### config.mk
export PLATFORM = sky130hd
export DESIGN_NAME = riscv_fetch
export DESIGN_NICKNAME = d
export VERILOG_FILES = /design/src/rtl/riscv_fetch.sv
export SDC_FILE = /design/constraint.sdc
export NUM_CORES = 1
export LEC_CHECK = 0
export ABC_AREA = 1
export ABC_CLOCK_PERIOD_IN_PS = 1900
export BUFFER_PORTS_ARGS = -buffer_cell sky130_fd_sc_hd__buf_2
export CAP_MARGIN = 30
export CORE_UTILIZATION = 50
export DETAILED_ROUTE_END_ITERATION = 8
export PLACE_DENSITY = 0.8
export SYNTH_ARGS = -nofsm -noshare
export SYNTH_HDL_FRONTEND = slang
export SYNTH_SLANG_ARGS = --single-unit
### constraint.sdc
create_clock -name InClk -period 1.9 [get_ports InClk]
set_input_delay 0 -clock InClk [delete_from_list [all_inputs] [get_ports InClk]]
set_output_delay 0 -clock InClk [all_outputs]
set_load 0.1 [all_outputs]
### src/rtl/riscv_fetch.sv
// ============================================================================
// Module   : riscv_fetch
// Function : single-outstanding instruction fetch stage with redirect and fault slots
// Revision : 1.0
// ============================================================================
`default_nettype none

module riscv_fetch #(
   parameter logic [31:0] BOOT_ADDR = 32'h8000_0000
) (
   input  logic        InClk,
   input  logic        InRstN,
   input  logic        InBranch,
   input  logic [31:0] InBranchPc,
   output logic        OutIcacheRd,
   output logic [31:0] OutIcachePc,
   input  logic        InIcacheAccept,
   input  logic        InIcacheValid,
   input  logic        InIcacheError,
   input  logic [31:0] InIcacheInst,
   output logic        OutFetchValid,
   output logic [31:0] OutFetchInstr,
   output logic [31:0] OutFetchPc,
   output logic        OutFetchFault,
   input  logic        InFetchAccept
);

   typedef enum logic [1:0] {
      ST_REQ   = 2'd0,
      ST_WAIT  = 2'd1,
      ST_HOLD  = 2'd2,
      ST_FAULT = 2'd3
   } fetchStateT;

   fetchStateT  r_state;
   fetchStateT  w_stateNext;
   logic [31:0] r_pc;
   logic [31:0] w_pcNext;
   logic        r_drop;
   logic        w_dropNext;
   logic [31:0] r_slotInstr;
   logic [31:0] r_slotPc;
   logic        r_slotFault;
   logic        w_load;
   logic [31:0] w_loadInstr;
   logic        w_loadFault;
   logic        w_pcAligned;
   logic        w_reqFire;

   assign w_pcAligned   = (r_pc[1:0] == 2'b00);
   // A misaligned PC never reaches memory; REQ turns it into a fault slot instead.
   assign OutIcacheRd   = InRstN && (r_state == ST_REQ) && w_pcAligned;
   assign OutIcachePc   = r_pc;
   assign w_reqFire     = OutIcacheRd && InIcacheAccept;
   assign OutFetchValid = (r_state == ST_HOLD);
   assign OutFetchInstr = r_slotInstr;
   assign OutFetchPc    = r_slotPc;
   assign OutFetchFault = r_slotFault;

   always_comb begin
      w_stateNext = r_state;
      w_pcNext    = r_pc;
      w_dropNext  = r_drop && !InIcacheValid;
      w_load      = 1'b0;
      w_loadInstr = 32'h0;
      w_loadFault = 1'b0;
      case (r_state)
         ST_REQ: begin
            if (InBranch) begin
               w_pcNext = InBranchPc;
               // The old address was already taken by memory: its data must be thrown away.
               if (w_reqFire) begin
                  w_stateNext = ST_WAIT;
                  w_dropNext  = 1'b1;
               end
            end else if (!w_pcAligned) begin
               w_stateNext = ST_HOLD;
               w_load      = 1'b1;
               w_loadFault = 1'b1;
            end else if (w_reqFire) begin
               w_stateNext = ST_WAIT;
            end
         end
         ST_WAIT: begin
            if (InIcacheValid) begin
               if (r_drop || InBranch) begin
                  w_stateNext = ST_REQ;
                  if (InBranch) begin
                     w_pcNext = InBranchPc;
                  end
               end else begin
                  w_stateNext = ST_HOLD;
                  w_load      = 1'b1;
                  w_loadFault = InIcacheError;
                  w_loadInstr = InIcacheError ? 32'h0 : InIcacheInst;
               end
            end else if (InBranch) begin
               w_pcNext   = InBranchPc;
               w_dropNext = 1'b1;
            end
         end
         ST_HOLD: begin
            if (InBranch) begin
               w_stateNext = ST_REQ;
               w_pcNext    = InBranchPc;
            end else if (InFetchAccept) begin
               if (r_slotFault) begin
                  w_stateNext = ST_FAULT;
               end else begin
                  w_stateNext = ST_REQ;
                  w_pcNext    = r_pc + 32'd4;
               end
            end
         end
         ST_FAULT: begin
            if (InBranch) begin
               w_stateNext = ST_REQ;
               w_pcNext    = InBranchPc;
            end
         end
         default: begin
            w_stateNext = ST_REQ;
         end
      endcase
   end

   always_ff @(posedge InClk) begin
      if (!InRstN) begin
         r_state     <= ST_REQ;
         r_pc        <= BOOT_ADDR;
         // Remember a request abandoned by reset so its late response is not taken as fresh data.
         r_drop      <= (r_drop || (r_state == ST_WAIT)) && !InIcacheValid;
         r_slotInstr <= 32'h0;
         r_slotPc    <= BOOT_ADDR;
         r_slotFault <= 1'b0;
      end else begin
         r_state <= w_stateNext;
         r_pc    <= w_pcNext;
         r_drop  <= w_dropNext;
         if (w_load) begin
            r_slotInstr <= w_loadInstr;
            r_slotPc    <= r_pc;
            r_slotFault <= w_loadFault;
         end
      end
   end

endmodule

`default_nettype wire

== Yosys cells after proc, flatten, opt, wreduce, memory -nomap -nowiden ==
Index checks and enable logic that the tools add are counted.
Cells by class
  add/sub/neg operators: 1
  eq/ne operators: 8
  mux-type cells: 35
  reductions and logical operators: 13
Operators with widths (number)
  32-bit 2-to-1 mux: 10
  32-bit case mux with 3 select lines: 1
  32-bit by 3-bit adder with 32-bit output (second input constant): 1
  2-bit 2-to-1 mux: 9
  1-bit 2-to-1 mux: 11
  2-bit case mux with 4 select lines: 1
  3-bit != test (second input constant): 2
  1-bit case mux with 2 select lines: 3
  3-bit AND reduction: 2
  1-bit logical AND: 5
  2-bit equality test (second input constant): 2
  2-bit zero test: 2
  2-bit != test (second input constant): 2
  3-bit by 2-bit != test with 1-bit output (second input constant): 1
  2-bit by 1-bit equality test with 1-bit output (second input constant): 1
  1-bit logical OR: 2
  2-bit OR reduction: 1
  1-bit zero test: 1
Storage, ports and cells
  register bits: 100
  input port bits: 71
  output and inout port bits: 99
  word-level logic and storage cells: 63

== Logic depth before layout (Yosys ltp) ==
  depth after elaboration: 8
  depth in mapped cells: 11
  gate-level depth less buffers: 11

== Worst setup path after synthesis ==
Ideal clock, no wire load.
  path kind: register -> output
  start point: reg r_pc[1] (netlist: OutIcachePc[1])
  end point: out OutIcacheRd
  arrival time: 3806 ps
  data required time: 1900 ps
  path slack: -1906 ps
  cell stages (with the launch flop): 4
  path buffers: 0
  cell sequence: dfxtp_1 nor2_1 inv_1 nor4_1
On the way
  word-level cells in the longest chain between the ends: 2
Ends and longest elaborated chain
  start, declared: line 37  | logic [31:0] r_pc;
  start signal, assigned: line 138  | r_pc <= w_pcNext;
  2-bit zero test: line 50  | assign w_pcAligned = (r_pc[1:0] == 2'b00);
  1-bit logical AND: line 52  | assign OutIcacheRd = InRstN && (r_state == ST_REQ) && w_pcAligned;
  end, declared: line 15  | output logic OutIcacheRd,
Every way passes these cells.

== Worst setup path after layout ==
  start point: reg r_state[1]
  end point: reg r_slotInstr[20] (netlist: OutFetchInstr[20])
On the way
  word-level cells in the longest chain between the ends: 2
  elaborated cells on any way between the ends: 4
  those cells by class: eq/ne (1); mux (2); reduce/logical (1)
Ends and longest elaborated chain
  start, declared: line 35  | fetchStateT r_state;
  start signal, assigned: line 137  | r_state <= w_stateNext;
  2-bit by 1-bit equality test with 1-bit output or 2-bit zero test (tied branches): line 67  | case (r_state)
  1-bit case mux with 2 select lines or 32-bit 2-to-1 mux (tied branches): line 67
  end signal, assigned: line 141  | r_slotInstr <= w_loadInstr;
  end, declared: line 41  | logic [31:0] r_slotInstr;
Parallel ways exist; a longest one is shown, timed or not.
A chain may end at the register's enable or synchronous reset.

==> qor.txt <==
# IOs: 170
Total GRT Usage: 32.2%
Avg Inst Size Synth: 6.83 um^2
first-pass GRT wire length: 25.2 mm
RSZ-0062 raised after global routing: false
Synth Area in XOR/XNOR: 0.184%
worst hold path type: in2reg
Post-DP HPWL: 10.4 mm
Root Driver: clkbuf_8
final clock period utilization by the worst path: 93.1%
worst clock skew: 0.0178 ns
Peak VDD IR: 0.426 mV
worst-margin pin slew: 0.575 ns
Final Setup Violations: 0
number of remaining DRC errors: 0
Crit-path slowest cell: dfxtp_1
die height: 99.5 um
aggregate global routing overflow: 0
Critical Path AT: 2.05 ns
yosys warns: 0
CP required: 2.18 ns
Ant. Diodes: 0
Final GP Congestion: 0.934
slowest stage delay, CP: 0.48 ns
largest net degree at the start of global routing: 49
drt pass-1 iters: 6
post-synthesis sequential area ratio: 42.2%
initial drt markers: 341
reg2reg setup slack: 0.13 ns
Setup crit end kind: flip-flop
Post-Route WL: 16.0 mm
CORE AREA: 9240 um^2
multiplexer area fraction after synthesis: 0%
vias in the first global route: 5504
Vias/cell: 5.41
Pwr Density: 880 nW/um^2
Post-Syn Area: 4750 um^2
layout cell share with drive strength beyond 1: 27.0%
met3 WL: 1.48 mm
clk_lat worst skew: 0.38 ns
vias: 5626
fill count: 748
Synth area leader: dfxtp_1
total die area: 9890 um^2
top cells by count, synth: nand2_1, dfxtp_1, a21oi_1
metal2 WL: 7.80 mm
Worst slew margin: 61.6%
delay-heaviest family, CP: buffers and inverters
WL met1: 6.12 mm
Pleak: 2.85 nW
Post-Place Cells: 971
TritonCTS sink count: 100
max-slew violation count: 0
Mapped Nets: 767
crit path max fanout: 33
Post-synth top flop: dfxtp_1
post-synthesis compound-gate area fraction: 19.1%
# port buffers: 169
wire length per cell: 15.4 um
number of max-cap violations: 0
area grow syn2layout: 36.3%
critical path type: reg2reg
Post-CTS Setup Inserts: 0
largest family of logic cells by synthesized area: simple AND/OR/NAND/NOR gates
Post-Synth Simple-Gate Area: 30.8%
Adder-Cell Fraction of Synth Area: 0.264%
fin nets: 978
Fin. Hold Viols: 0
CTS tree: built
count leader, synth: nand2_1
Post-synth EDFFs: 0
CP Launch Type: flip-flop
CP cell instances: inv_2, nand2_2, inv_2, nand3_4, nand2_2, inv_2, buf_4, nand2_1, a21oi_1
Yosys top cell area share: 42.2%
Unique masters post-synth: 37
cts bufs inserted: 9
Setup TNS: 0 ns
most used cell, CP: inv_2
outcome: complete, no violations
min Tclk post-route: 1.77 ns
Non-Filler Instances: 1040
Initial Util: 51.4%
antenna-violating nets left: 0
# rows: 35
Max Freq: 566 MHz
H-tree levels: 3
uppermost layer routed: met4
number of buffers and inverters on the critical path: 4
initial antenna violation count: 0
CTS Buffer Depth: 2
Reg clk slew, reported paths: 0.10 ns
number of register bits inferred by synthesis: 100
Post-synth ARST share: 0%
die span in x: 99.5 um
Mapped Cells: 695
Synth area leaders: dfxtp_1, nand2_1, a21oi_1
worst paths after layout:
kind                                          end              start  depth (start not counted)
worst max-delay path            OutFetchInstr[20]         r_state[1]                          9
worst min register to register  OutFetchInstr[29]  OutFetchInstr[29]                          2
worst max register to register  OutFetchInstr[20]         r_state[1]                          9
worst min-delay path              OutIcachePc[24]     InBranchPc[24]                          4
flip-flops by register name (all words and copies together), names as in the netlist:
name           cells
OutFetchPc        32
OutFetchFault      1
OutFetchInstr     32
r_state            2
OutIcachePc       32
r_drop             1
layer usage:
layer	up-vias	global-route usage, %
met5	-	0
met4	0	16.2
met3	60	7.66
met2	338	56.6
met1	2543	36.4
li1	2685	-
layout by cell type (no fill, tap or decap), types with 2 or more instances in the layout:
cell type	instances
o21ai_0	55
nand2_1	225
o21a_1	14
buf_4	9
dlygate4sd3_1	53
inv_1	33
nor2_2	4
clkbuf_8	9
dfxtp_1	73
buf_12	4
inv_2	6
nand2_2	3
inv_6	4
nor2_1	74
a21oi_1	84
o31ai_1	2
o21ai_1	2
buf_2	168
a31oi_1	3
nand3_1	32
nor3_1	3
nand4_1	3
o211ai_1	2
nor2_4	2
dfxtp_2	27
layout make-up:
| cell class | instances | area, um^2 | area share (%) |
|---|---|---|---|
| timing repair buffer | 234 | 1520 | 23.5 |
| clock inverter | 7 | 78.8 | 1.22 |
| sequential | 100 | 2040 | 31.5 |
| tap | 129 | 161 | 2.49 |
| inverter | 39 | 146 | 2.26 |
| multi-input combinational | 522 | 2410 | 37.2 |
| clock buffer | 9 | 124 | 1.91 |
kinds of logic (layout without fill, tap and decap cells):
logic type	Yosys count	after routing
and+or+nand+nor	354	354
AOI/OAI and AO/OA	166	166
DFF	100	100
buffers and inverters	73	289
adders and majority gates	1	1
xor gates and xnor gates	1	1
report_power, final:
part | leakage [nW] | switching [mW] | total, mW | internal, mW
Combinational | 1.91 | 1.45 | 1.86 | 0.409
Clock | 0.105 | 0.821 | 1.45 | 0.629
Sequential | 0.827 | 0.137 | 2.38 | 2.25
Total | 2.85 | 2.41 | 5.70 | 3.29
worst register-to-register path: cells and delay by family (launching register included):
family | cells | cell delay [ns]
buf+inv | 4 | 0.55
flops | 1 | 0.48
simple gates | 4 | 0.41
compound gates | 1 | 0.24
stage by stage:
step                      instance area [um^2]  hold WS [ns]  utilization (%)  total power, mW  setup WS [ns]
after floorplan                           4800         0.133                -             3.83        0.00624
after global placement                    5740         0.253             62.1             4.16          0.320
after detailed placement                  5740         0.251             62.1             4.19          0.184
after CTS                                 6470       0.00278             70.0             5.69          0.163
after global routing                      6470        0.0424             70.0             5.90         0.0294
final                                     6470       0.00825             70.0             5.70          0.132
what timing repair did:
action | CTS | global route
endpoints found under the setup margin | 0 | 1
gates resized for setup | 0 | 1
hold endpoints to repair | 52 | 0
hold buffers | 53 | 0
(Power assumes the default switching activity.)
